`src/rtl/xpu_mac_pkg.sv`:
```
// Shared xpu MAC definitions: frame-control encodings, response types, responder FSM states
// and the 14-byte-PSDU symbol-count helper used for CTS/ACK airtime.
package xpu_mac_pkg;

  localparam logic [1:0]  FC_TYPE_MGMT   = 2'b00;
  localparam logic [1:0]  FC_TYPE_CTRL   = 2'b01;
  localparam logic [1:0]  FC_TYPE_DATA   = 2'b10;
  localparam logic [3:0]  FC_SUBTYPE_RTS = 4'b1011;
  localparam logic [15:0] RTS_LEN        = 16'd20;

  localparam logic RESP_ACK = 1'b0;
  localparam logic RESP_CTS = 1'b1;

  typedef enum logic [2:0] {
    ST_IDLE     = 3'd0,
    ST_HDR      = 3'd1,
    ST_CHK_RA   = 3'd2,
    ST_WAIT_FCS = 3'd3,
    ST_SIFS     = 3'd4,
    ST_REQ      = 3'd5
  } resp_state_t;

  // OFDM symbols for a 14-byte PSDU: 16 service + 112 data + 6 tail = 134 bits.
  function automatic logic [2:0] n_sym_len14_pkt(input logic [7:0] rate);
    logic [2:0] n;
    n = 3'd1;
    if (rate[7]) begin
      case (rate[2:0])
        3'd0:    n = 3'd6;
        3'd1:    n = 3'd3;
        3'd2:    n = 3'd2;
        3'd3:    n = 3'd2;
        default: n = 3'd1;
      endcase
    end else begin
      case (rate[3:0])
        4'b1011: n = 3'd6;  // 6M
        4'b1111: n = 3'd4;  // 9M
        4'b1010: n = 3'd3;  // 12M
        4'b1110: n = 3'd2;  // 18M
        4'b1001: n = 3'd2;  // 24M
        default: n = 3'd1;  // 36M and above
      endcase
    end
    return n;
  endfunction

endpackage

```
`src/rtl/sifs_resp_timer.sv`:
```
// Loadable microsecond down-counter that stops at zero; shared by the SIFS wait
// and the response-request timeout.
module sifs_resp_timer #(
  parameter int unsigned WIDTH = 8
) (
  input  logic             clk,
  input  logic             rst,
  input  logic             load,
  input  logic [WIDTH-1:0] load_val,
  input  logic             tick,
  output logic             zero
);

  logic [WIDTH-1:0] count;

  always_ff @(posedge clk) begin
    if (rst) begin
      count <= '0;
    end else if (load) begin
      count <= load_val;
    end else if (tick && (count != '0)) begin
      count <= count - 1'b1;
    end
  end

  assign zero = (count == '0);

endmodule

```
`src/rtl/sifs_resp_sched.sv`:
```
// SIFS response scheduler: owes an ACK (and a CTS when RESP_CTS_EN is defined) for a
// good unicast frame addressed to us, then requests the tx path after SIFS.
module sifs_resp_sched
  import xpu_mac_pkg::*;
#(
  parameter int unsigned TIMER_WIDTH     = 8,
  parameter int unsigned RESP_TIMEOUT_US = 16
) (
  input  logic        clk,
  input  logic        rst,
  input  logic        tsf_pulse_1M,
  input  logic        resp_enable,
  input  logic        pkt_header_valid_strobe,
  input  logic        pkt_header_valid,
  input  logic [7:0]  signal_rate,
  input  logic [15:0] signal_len,
  input  logic        FC_DI_valid,
  input  logic [1:0]  FC_type,
  input  logic [3:0]  FC_subtype,
  input  logic [15:0] duration,
  input  logic        addr1_valid,
  input  logic [47:0] addr1,
  input  logic        addr2_valid,
  input  logic [47:0] addr2,
  input  logic [47:0] self_mac_addr,
  input  logic        fcs_in_strobe,
  input  logic        fcs_valid,
  input  logic [6:0]  sifs_time,
  input  logic [6:0]  sifs_advance,
  input  logic [6:0]  preamble_sig_time,
  input  logic [4:0]  ofdm_symbol_time,
  input  logic        resp_ack,
  output logic        resp_req,
  output logic        resp_type,
  output logic [47:0] resp_ra,
  output logic [15:0] resp_duration,
  output logic [7:0]  resp_rate,
  output logic        resp_busy
);

  resp_state_t state, state_nxt;

  logic                   tmr_load;
  logic [TIMER_WIDTH-1:0] tmr_val;
  logic                   tmr_zero;
  logic                   elig_ack, elig_cts, elig;
  logic                   ra_match;
  logic [6:0]             sifs_load;
  logic [15:0]            resp_dur_nxt;

  localparam logic [TIMER_WIDTH-1:0] TIMEOUT_LOAD = TIMER_WIDTH'(RESP_TIMEOUT_US);

  sifs_resp_timer #(
    .WIDTH (TIMER_WIDTH)
  ) u_timer (
    .clk      (clk),
    .rst      (rst),
    .load     (tmr_load),
    .load_val (tmr_val),
    .tick     (tsf_pulse_1M),
    .zero     (tmr_zero)
  );

  assign elig_ack  = (FC_type == FC_TYPE_MGMT) || (FC_type == FC_TYPE_DATA);
  assign ra_match  = (addr1 == self_mac_addr) && !addr1[0];
  assign sifs_load = (sifs_time > sifs_advance) ? (sifs_time - sifs_advance) : 7'd0;

`ifdef RESP_CTS_EN
  logic        type_q;
  logic [15:0] dur_q;
  logic [15:0] len_q;
  logic [15:0] ctsack_time, cts_sub, cts_dur;

  assign elig_cts = (FC_type == FC_TYPE_CTRL) && (FC_subtype == FC_SUBTYPE_RTS) && (len_q == RTS_LEN);

  always_comb begin
    ctsack_time = 16'(preamble_sig_time)
                + 16'(ofdm_symbol_time) * 16'(n_sym_len14_pkt(resp_rate));
    cts_sub     = 16'(sifs_time) + ctsack_time;
    cts_dur     = '0;
    if (!dur_q[15] && ({1'b0, dur_q[14:0]} > cts_sub))
      cts_dur = {1'b0, dur_q[14:0]} - cts_sub;
  end

  assign resp_dur_nxt = type_q ? cts_dur : 16'd0;
  assign resp_type    = type_q;

  always_ff @(posedge clk) begin
    if (rst) begin
      type_q <= RESP_ACK;
      dur_q  <= '0;
      len_q  <= '0;
    end else if (pkt_header_valid_strobe) begin
      len_q  <= signal_len;
    end else if ((state == ST_HDR) && FC_DI_valid) begin
      type_q <= elig_cts ? RESP_CTS : RESP_ACK;
      dur_q  <= duration;
    end
  end
`else
  logic unused_cfg;

  assign elig_cts     = 1'b0;
  assign resp_dur_nxt = 16'd0;
  assign resp_type    = RESP_ACK;
  assign unused_cfg   = ^{duration, FC_subtype, signal_len, preamble_sig_time, ofdm_symbol_time};
`endif

  assign elig = elig_ack || elig_cts;

  // A new header strobe preempts everything, including an outstanding request.
  always_comb begin
    state_nxt = state;
    tmr_load  = 1'b0;
    tmr_val   = '0;
    if (pkt_header_valid_strobe) begin
      state_nxt = (pkt_header_valid && resp_enable) ? ST_HDR : ST_IDLE;
    end else begin
      case (state)
        ST_HDR: begin
          if (FC_DI_valid)
            state_nxt = elig ? ST_CHK_RA : ST_IDLE;
        end
        ST_CHK_RA: begin
          if (addr1_valid && addr2_valid)
            state_nxt = ra_match ? ST_WAIT_FCS : ST_IDLE;
        end
        ST_WAIT_FCS: begin
          if (fcs_in_strobe) begin
            if (!fcs_valid) begin
              state_nxt = ST_IDLE;
            end else if (sifs_load == 7'd0) begin
              state_nxt = ST_REQ;
              tmr_load  = 1'b1;
              tmr_val   = TIMEOUT_LOAD;
            end else begin
              state_nxt = ST_SIFS;
              tmr_load  = 1'b1;
              tmr_val   = TIMER_WIDTH'(sifs_load);
            end
          end
        end
        ST_SIFS: begin
          if (tmr_zero) begin
            state_nxt = ST_REQ;
            tmr_load  = 1'b1;
            tmr_val   = TIMEOUT_LOAD;
          end
        end
        ST_REQ: begin
          if (resp_ack || tmr_zero)
            state_nxt = ST_IDLE;
        end
        default: state_nxt = ST_IDLE;
      endcase
    end
  end

  always_ff @(posedge clk) begin
    if (rst) begin
      state         <= ST_IDLE;
      resp_ra       <= '0;
      resp_duration <= '0;
      resp_rate     <= '0;
    end else begin
      state <= state_nxt;
      if (pkt_header_valid_strobe)
        resp_rate <= signal_rate;
      else if ((state == ST_CHK_RA) && addr1_valid && addr2_valid && ra_match)
        resp_ra <= addr2;
      else if ((state == ST_WAIT_FCS) && fcs_in_strobe && fcs_valid)
        resp_duration <= resp_dur_nxt;
    end
  end

  assign resp_req  = (state == ST_REQ) && !resp_ack && !pkt_header_valid_strobe;
  assign resp_busy = (state != ST_IDLE);

endmodule

```
`config.mk`:
```
export PLATFORM = sky130hd
export DESIGN_NAME = sifs_resp_sched
export DESIGN_NICKNAME = d
export VERILOG_FILES = /design/src/rtl/xpu_mac_pkg.sv /design/src/rtl/sifs_resp_timer.sv /design/src/rtl/sifs_resp_sched.sv
export SDC_FILE = /design/constraint.sdc
export NUM_CORES = 1
export LEC_CHECK = 0
export CORE_AREA = 4 4 115 117
export CTS_CLUSTER_SIZE = 28
export DETAILED_ROUTE_END_ITERATION = 8
export DIE_AREA = 0 0 119 121
export PLACE_DENSITY = 0.76
export SYNTH_ARGS = -nofsm -noshare
export SYNTH_HDL_FRONTEND = slang
export SYNTH_SLANG_ARGS = --single-unit
```
`constraint.sdc`:
```
create_clock -name clk -period 3.63 [get_ports clk]
set_clock_uncertainty 0.15 [all_clocks]
set_input_delay 0.9075 -clock clk [delete_from_list [all_inputs] [get_ports clk]]
set_output_delay 0.9075 -clock clk [all_outputs]
set_load 0.02 [all_outputs]
```
==> results.py, run 1 <==
metrics = {
    "flow_run": {
        "drv_cap": 0,
    },
    "power_and_ir_drop": {
        "internal-power_mw": 1.520,
        "p_clk_frac": 0.438,
        "total_power_mw": 1.995,
        "p_sw_mw": 0.4757,
        "p_leak_nw": 2.421,
        "p_comb_frac": 0.189,
        "p_seq_frac": 0.373,
        "power_density_nw_per_um2": 306.8,
        "p_sw_frac": 0.2384,
        "peakVddDrop_mv": 0.2020,
    },
    "final_layout": {
        "areaGrowthSynthToFinish_pct": 74.28,
        "nNetsFinal": 891,
        "antennaDiodeCount": 0,
        "drive_gt1_frac": 0.03653,
        "nFillCells": 1127,
        "seq_area_um2": 1341,
        "multiInputGateArea_um2": 2165,
    },
    "route": {
        "routedWlPerCell_um": 14.67,
        "drt-initial-drc-count": 97,
        "via_count": 3788,
        "dr.pass1.iters": 4,
        "antenna_left": 0,
        "routed_wl_mm": 12.17,
        "post-route-drc-count": 0,
        "via_per_inst": 4.569,
    },
    "clocking": {
        "hold_buffers": 0,
        "cts_buffer_depth": 2,
        "clkLatencyLatePin_ps": 320,
        "cts_tree": "built",
        "cts-root-buf": "clkbuf_16",
        "cts_setup_buffers": 0,
        "cts_made_buffers": 9,
        "clk_pin_slew_ps": 60,
        "clock_sink_count": 67,
        "cts_resized": 0,
        "cts_max_level": 3,
    },
    "placed_design": {
        "io_buffers": 236,
        "gp_congestion": 0.8153,
        "dp_hpwl_mm": 9.939,
        "dp_slack_ps": 64.23,
    },
    "global_route": {
        "grt_max_degree": 49,
        "grt_pass1_wl_mm": 19.03,
        "grt.total_usage": 0.1611,
        "grt_pass1_vias": 3910,
        "grt_antenna_before_repair": 0,
        "grt_overflow": 0,
    },
    "hold_path": {
        "hold_class": "reg -> reg",
    },
    "critical_path": {
        "cp_max_fo": 2,
        "cp_top_family": "buffers and inverters",
        "crit_cells": 3,
        "rrSetupSlack_ps": 1120,
        "crit_path_start_kind": "input pin",
        "reg2regPathDepth": 8,
        "critPathMaxStageDelay_ps": 660,
        "rr_startpoint": "state[1]$_SDFFE_PP0P_",
        "required_ps": 2570,
        "cp-endpoint": "resp_req",
        "timing.rr.end": "resp_ra[3]$_SDFFE_PP0P_",
        "worst_path_max_delay_cell": "clkdlybuf4s50_1",
        "crit_path_frequent_cell": "clkdlybuf4s50_1",
        "worstPathCellList": "clkdlybuf4s50_1, nor4b_1, clkdlybuf4s50_1",
        "path_buf_inv": 2,
        "path_class": "in -> out",
        "endpoint_kind": "primary output",
        "cp-startpoint": "pkt_header_valid_strobe",
        "cp.arrival_ps": 2300,
    },
    "sta": {
        "tightest_slew_ps": 522.9,
        "finalSetupTns_ps": 0,
        "layout_min_cycle_time_ps": 3357,
        "fin_ws_ps": 273.4,
        "relSlewSlack": 0.6514,
        "finalMaxSlewViolations": 0,
        "finalSetupViolCount": 0,
        "fin_crit_sh": 0.9247,
        "hold_viol": 0,
        "rsz0062_at_grt": "false",
        "clock.fmax_mhz": 297.9,
    },
    "synthesis": {
        "synthCells": 419,
        "synth.top_cell.area_share": 0.3595,
        "syn_area_per_cell_um2": 8.905,
        "synth_area_leaders": "dfxtp_1 (36%), mux2i_1 (15%), nor2_1 (7.5%)",
        "synth_seq_area_share": 0.3595,
        "ys_types": 48,
        "synth_area_um2": 3731,
        "synth_area_leader_cell": "dfxtp_1",
        "ys_seq_elements": 67,
        "yosysWarnings": 0,
    },
    "floorplanning": {
        "ios": 303,
        "num_rows": 41,
        "die_x_um": 119,
        "start_util": 0.3018,
        "coreArea_um2": 12360,
        "dieHeight_um": 121,
        "dieArea_um2": 14400,
    },
    "run_status": {
        "status": "completed",
    },
}
[power by group through the flow]
stage	logic [mW]	clock network, mW	registers, mW
after floorplan	0.146	0	0.766
after global placement	0.372	0	0.759
after detailed placement	0.378	0	0.760
after CTS	0.380	0.906	0.743
after global routing	0.406	0.928	0.744
final	0.378	0.874	0.743
[cells in the mapped netlist, drive strengths merged]
cell type and instances:
nor2 75, dfxtp 67, mux2i 56, xnor2 29, buf 27, inv 19, xor2 19, a21oi 11
nand2b 11, ha 10, nand4 10, nor3 10, nor4 9, clkbuf 8, nand3 7, nand2 5
o21ai 5, a211oi 4, o22ai 4, a21o 3, nor4b 3, o21a 3, and2 2, and3 2
nor2b 2, a221o 1, a22o 1, a2bb2oi 1, a311oi 1, a41o 1, a41oi 1, and3b 1
and4 1, conb 1, fa 1, nand4b 1, o2111ai 1, o211ai 1, o21bai 1, o311a 1
o31a 1, or2 1, or3 1
[cells in the final DEF, fill, tap and decap left out, drive strengths merged, types with 9 or more instances in the layout]
master	instances
nor2	75
mux2i	56
a21oi	11
ha	10
xnor2	29
clkbuf	9
nand4	10
xor2	19
nor3	10
nand2b	11
clkdlybuf4s50	235
nor4	9
dfxtp	67
conb	17
inv	20
[cell type report]
class,count,area share
repair buffers,241,0.3702
multi-input cells,314,0.3329
flip-flops and latches,67,0.2063
clock buffers,9,0.03464
well taps,172,0.03310
clock inverters,7,0.01193
inverters,19,0.01097
[tightest hold or removal path: stages (launching register included)]
cell,delay (ps)
dfxtp_1,330
mux2i_1,60
nor2_1,70
[per-layer routing]
layer  track usage  part of all wire
met3       0.06014             0.094
met4       0.04634             0.017
met1        0.1691              0.37
met2        0.2992              0.52
met5             0                 0
[metrics by stage]
step           cell area (um2)  hold slack, ps    util  cells
2_1_floorplan             3791           328.9       -    435
3_5_place_dp              6200           332.8  0.5015    813
4_1_cts                   6502           349.5  0.5260    829
3_3_place_gp              6200           323.0  0.5015    813
6_report                  6502           343.4  0.5260    829
5_1_grt                   6502           379.4  0.5260    829
[worst min-delay path by stage]
stage,start,to,cells past startpoint
after floorplan,state[1]$_SDFFE_PP0P_,state[1]$_SDFFE_PP0P_,2
after global placement,resp_rate[0]$_SDFFE_PP0P_,resp_rate[0]$_SDFFE_PP0P_,2
after detailed placement,resp_ra[1]$_SDFFE_PP0P_,resp_ra[1]$_SDFFE_PP0P_,2
after CTS,resp_ra[30]$_SDFFE_PP0P_,resp_ra[30]$_SDFFE_PP0P_,2
after global routing,resp_ra[27]$_SDFFE_PP0P_,resp_ra[27]$_SDFFE_PP0P_,2
final,resp_ra[35]$_SDFFE_PP0P_,resp_ra[35]$_SDFFE_PP0P_,2
[cells by family after synthesis]
family                   Yosys count  share of synthesized area
AO/OA/AOI/OAI                     41                    0.07445
flip-flops                        67                     0.3595
multiplexers                      56                     0.1502
AND/OR/NAND/NOR                  141                     0.1844
buffers and inverters             54                    0.07881
adder cells (fa/ha/maj)           11                    0.03890
XOR/XNOR                          48                     0.1127
other                              1                   0.001005
[flip-flops by register name, summed over array words and instances (netlist names)]
| signal | flops |
|---|---|
| resp_ra | 48 |
| resp_rate | 8 |
| u_timer.count | 8 |
| state | 3 |
(Power assumes the default switching activity.)
==> inputs of run 2 (changes only) <==
Settings changed: CELL_PAD_IN_SITES_DETAIL_PLACEMENT set to 2, CELL_PAD_IN_SITES_GLOBAL_PLACEMENT set to 2, CORE_AREA 4 4 115 117 to unset, CORE_MARGIN set to 4, CORE_UTILIZATION set to 17, DIE_AREA 0 0 119 121 to unset, PLACE_DENSITY 0.76 to unset, PLACE_DENSITY_LB_ADDON set to 0.1.
==> run 2 against run 1 <==
  * Core utilization down 21 points
  * Non-clock buffer count up 7
  * Critical path depth unchanged
  * Sequential power about the same
  * First-iteration DRC count down 29%
==> results.py, run 2 (synthesized netlist as in run 1, its figures left out) <==
metrics = {
    "global_route": {
        "grt.total_usage": 0.1259,
        "grt_max_degree": 37,
        "grt_antenna_before_repair": 2,
        "grt_pass1_wl_mm": 23.95,
        "grt_pass1_vias": 4296,
        "grt_overflow": 0,
    },
    "route": {
        "via_per_inst": 4.119,
        "antenna_left": 0,
        "post-route-drc-count": 0,
        "routedWlPerCell_um": 16.99,
        "via_count": 3876,
        "routed_wl_mm": 15.98,
        "drt-initial-drc-count": 69,
        "dr.pass1.iters": 4,
    },
    "sta": {
        "finalMaxSlewViolations": 0,
        "fin_hold_ws_ps": 340.0,
        "relSlewSlack": 0.5507,
        "clock.fmax_mhz": 290.4,
        "hold_viol": 0,
        "finalSetupViolCount": 0,
        "tightest_slew_ps": 673.9,
        "rsz0062_at_grt": "false",
        "layout_min_cycle_time_ps": 3444,
        "fin_crit_sh": 0.9487,
    },
    "critical_path": {
        "cp.arrival_ps": 2390,
        "path_buf_inv": 2,
        "required_ps": 2570,
        "worst_path_max_delay_cell": "clkdlybuf4s50_1",
        "critPathMaxStageDelay_ps": 700,
        "cp_max_fo": 2,
        "cp_top_family": "buffers and inverters",
        "path_class": "in -> out",
        "endpoint_kind": "primary output",
        "worstPathCellList": "clkdlybuf4s50_1, nor4b_1, clkdlybuf4s50_1",
        "crit_path_start_kind": "input pin",
        "crit_path_frequent_cell": "clkdlybuf4s50_1",
    },
    "power_and_ir_drop": {
        "p_sw_frac": 0.2293,
        "p_sw_mw": 0.4694,
        "p_leak_nw": 2.480,
        "internal-power_mw": 1.578,
        "p_clk_frac": 0.442,
        "power_density_nw_per_um2": 303.0,
        "p_comb_frac": 0.194,
        "peakVddDrop_mv": 0.2888,
        "total_power_mw": 2.047,
        "p_seq_frac": 0.363,
    },
    "floorplanning": {
        "dieArea_um2": 24380,
        "coreArea_um2": 21290,
        "dieHeight_um": 156.1,
        "die_x_um": 156.1,
        "start_util": 0.1753,
        "num_rows": 53,
        "ios": 303,
    },
    "clocking": {
        "clk_pin_slew_ps": 50,
        "cts_max_level": 3,
        "cts_setup_buffers": 0,
        "cts-root-buf": "clkbuf_16",
        "hold_buffers": 0,
        "cts_tree": "built",
        "clkLatencyLatePin_ps": 330,
        "cts_buffer_depth": 2,
        "cts_made_buffers": 9,
        "clock_sink_count": 67,
    },
    "final_layout": {
        "fin_area_um2": 6756,
        "drive_gt1_frac": 0.04819,
        "nFillCells": 2356,
        "final_cell_mix": "clkdlybuf4s50_1 (235), nor2_1 (75), dfxtp_1 (67)",
        "final_common_cell": "clkdlybuf4s50_1",
        "largest_register_ffs": 48,
        "fin_cells": 941,
        "largest-register": "resp_ra",
        "reg_top3": "resp_ra: 48 flops, resp_rate: 8 flops, u_timer.count: 8 flops",
        "nNetsFinal": 898,
        "areaGrowthSynthToFinish_pct": 81.09,
    },
    "run_status": {
        "status": "completed",
    },
    "placed_design": {
        "gp_congestion": 0.8057,
        "io_buffers": 236,
        "placed_cell_area_um2": 6431,
        "dp_cells": 923,
        "dp_hpwl_mm": 13.26,
    },
    "hold_path": {
        "hold_class": "reg -> reg",
    },
    "flow_run": {
        "drv_cap": 0,
    },
}
==> run 2: cell types whose count changed in the layout (fill, tap and decap cells not counted), sizes merged <==
| cell | before | now |
|---|---|---|
| buf | 6 | 13 |
| inv | 20 | 19 |
| clkinv | 4 | 2 |
| clkbuf | 9 | 12 |
| diode | 0 | 2 |
==> run 2: cell type report <==
type	instances	area, um2	share of cell area
Sequential cell	67	1341	0.1985
Timing Repair Buffer	248	2510	0.3715
Antenna cell	2	5.005	0.0007407
Clock buffer	12	266.5	0.03944
Multi-Input combinational cell	314	2171	0.3213
Inverter	19	71.32	0.01056
Tap cell	275	344.1	0.05093
Clock inverter	4	47.55	0.007037
==> run 2: repair_timing <==
item                                   4_1_cts  5_1_grt
gates resized for setup                      0        1
setup endpoints to repair                    0        1
endpoints found under the hold margin        0        0
==> run 2: worst paths after layout <==
check	from	to	slack, ps	cells past startpoint
setup / recovery	pkt_header_valid_strobe	resp_req	190	3
hold / removal	resp_ra[42]$_SDFFE_PP0P_	resp_ra[42]$_SDFFE_PP0P_	340	2
setup reg to reg	state[1]$_SDFFE_PP0P_	resp_ra[5]$_SDFFE_PP0P_	1030	9
hold reg to reg	resp_ra[42]$_SDFFE_PP0P_	resp_ra[42]$_SDFFE_PP0P_	340	2
==> run 2: stage by stage <==
step | setup TNS (ps) | setup slack (ps) | utilization
after floorplan | 0 | 578.4 | -
after global placement | 0 | 42.01 | 0.3021
after detailed placement | -81.46 | -57.75 | 0.3021
after CTS | 0 | 182.3 | 0.3169
after global routing | 0 | 89.53 | 0.3174
final | 0 | 186.2 | 0.3174
==> run 2: routing by layer <==
metal	share of wire	GRT usage
met3	0.098	0.05520
met5	0	0
met4	0.019	0.04008
met1	0.40	0.1363
met2	0.49	0.2211
==> run 2: power by group through the flow <==
stage / sequential, mW / clock, mW / combinational [mW]
3_5_place_dp: 0.759 / 0 / 0.400
5_1_grt: 0.744 / 0.983 / 0.432
6_report: 0.744 / 0.906 / 0.398
4_1_cts: 0.743 / 0.951 / 0.403
2_1_floorplan: 0.766 / 0 / 0.146
3_3_place_gp: 0.759 / 0 / 0.393
==> run 2: tightest hold or removal path: cells and delay by family (launching register included) <==
family,cells,cell delay (ps)
and+or+nand+nor,1,70
muxes,1,60
DFF,1,320
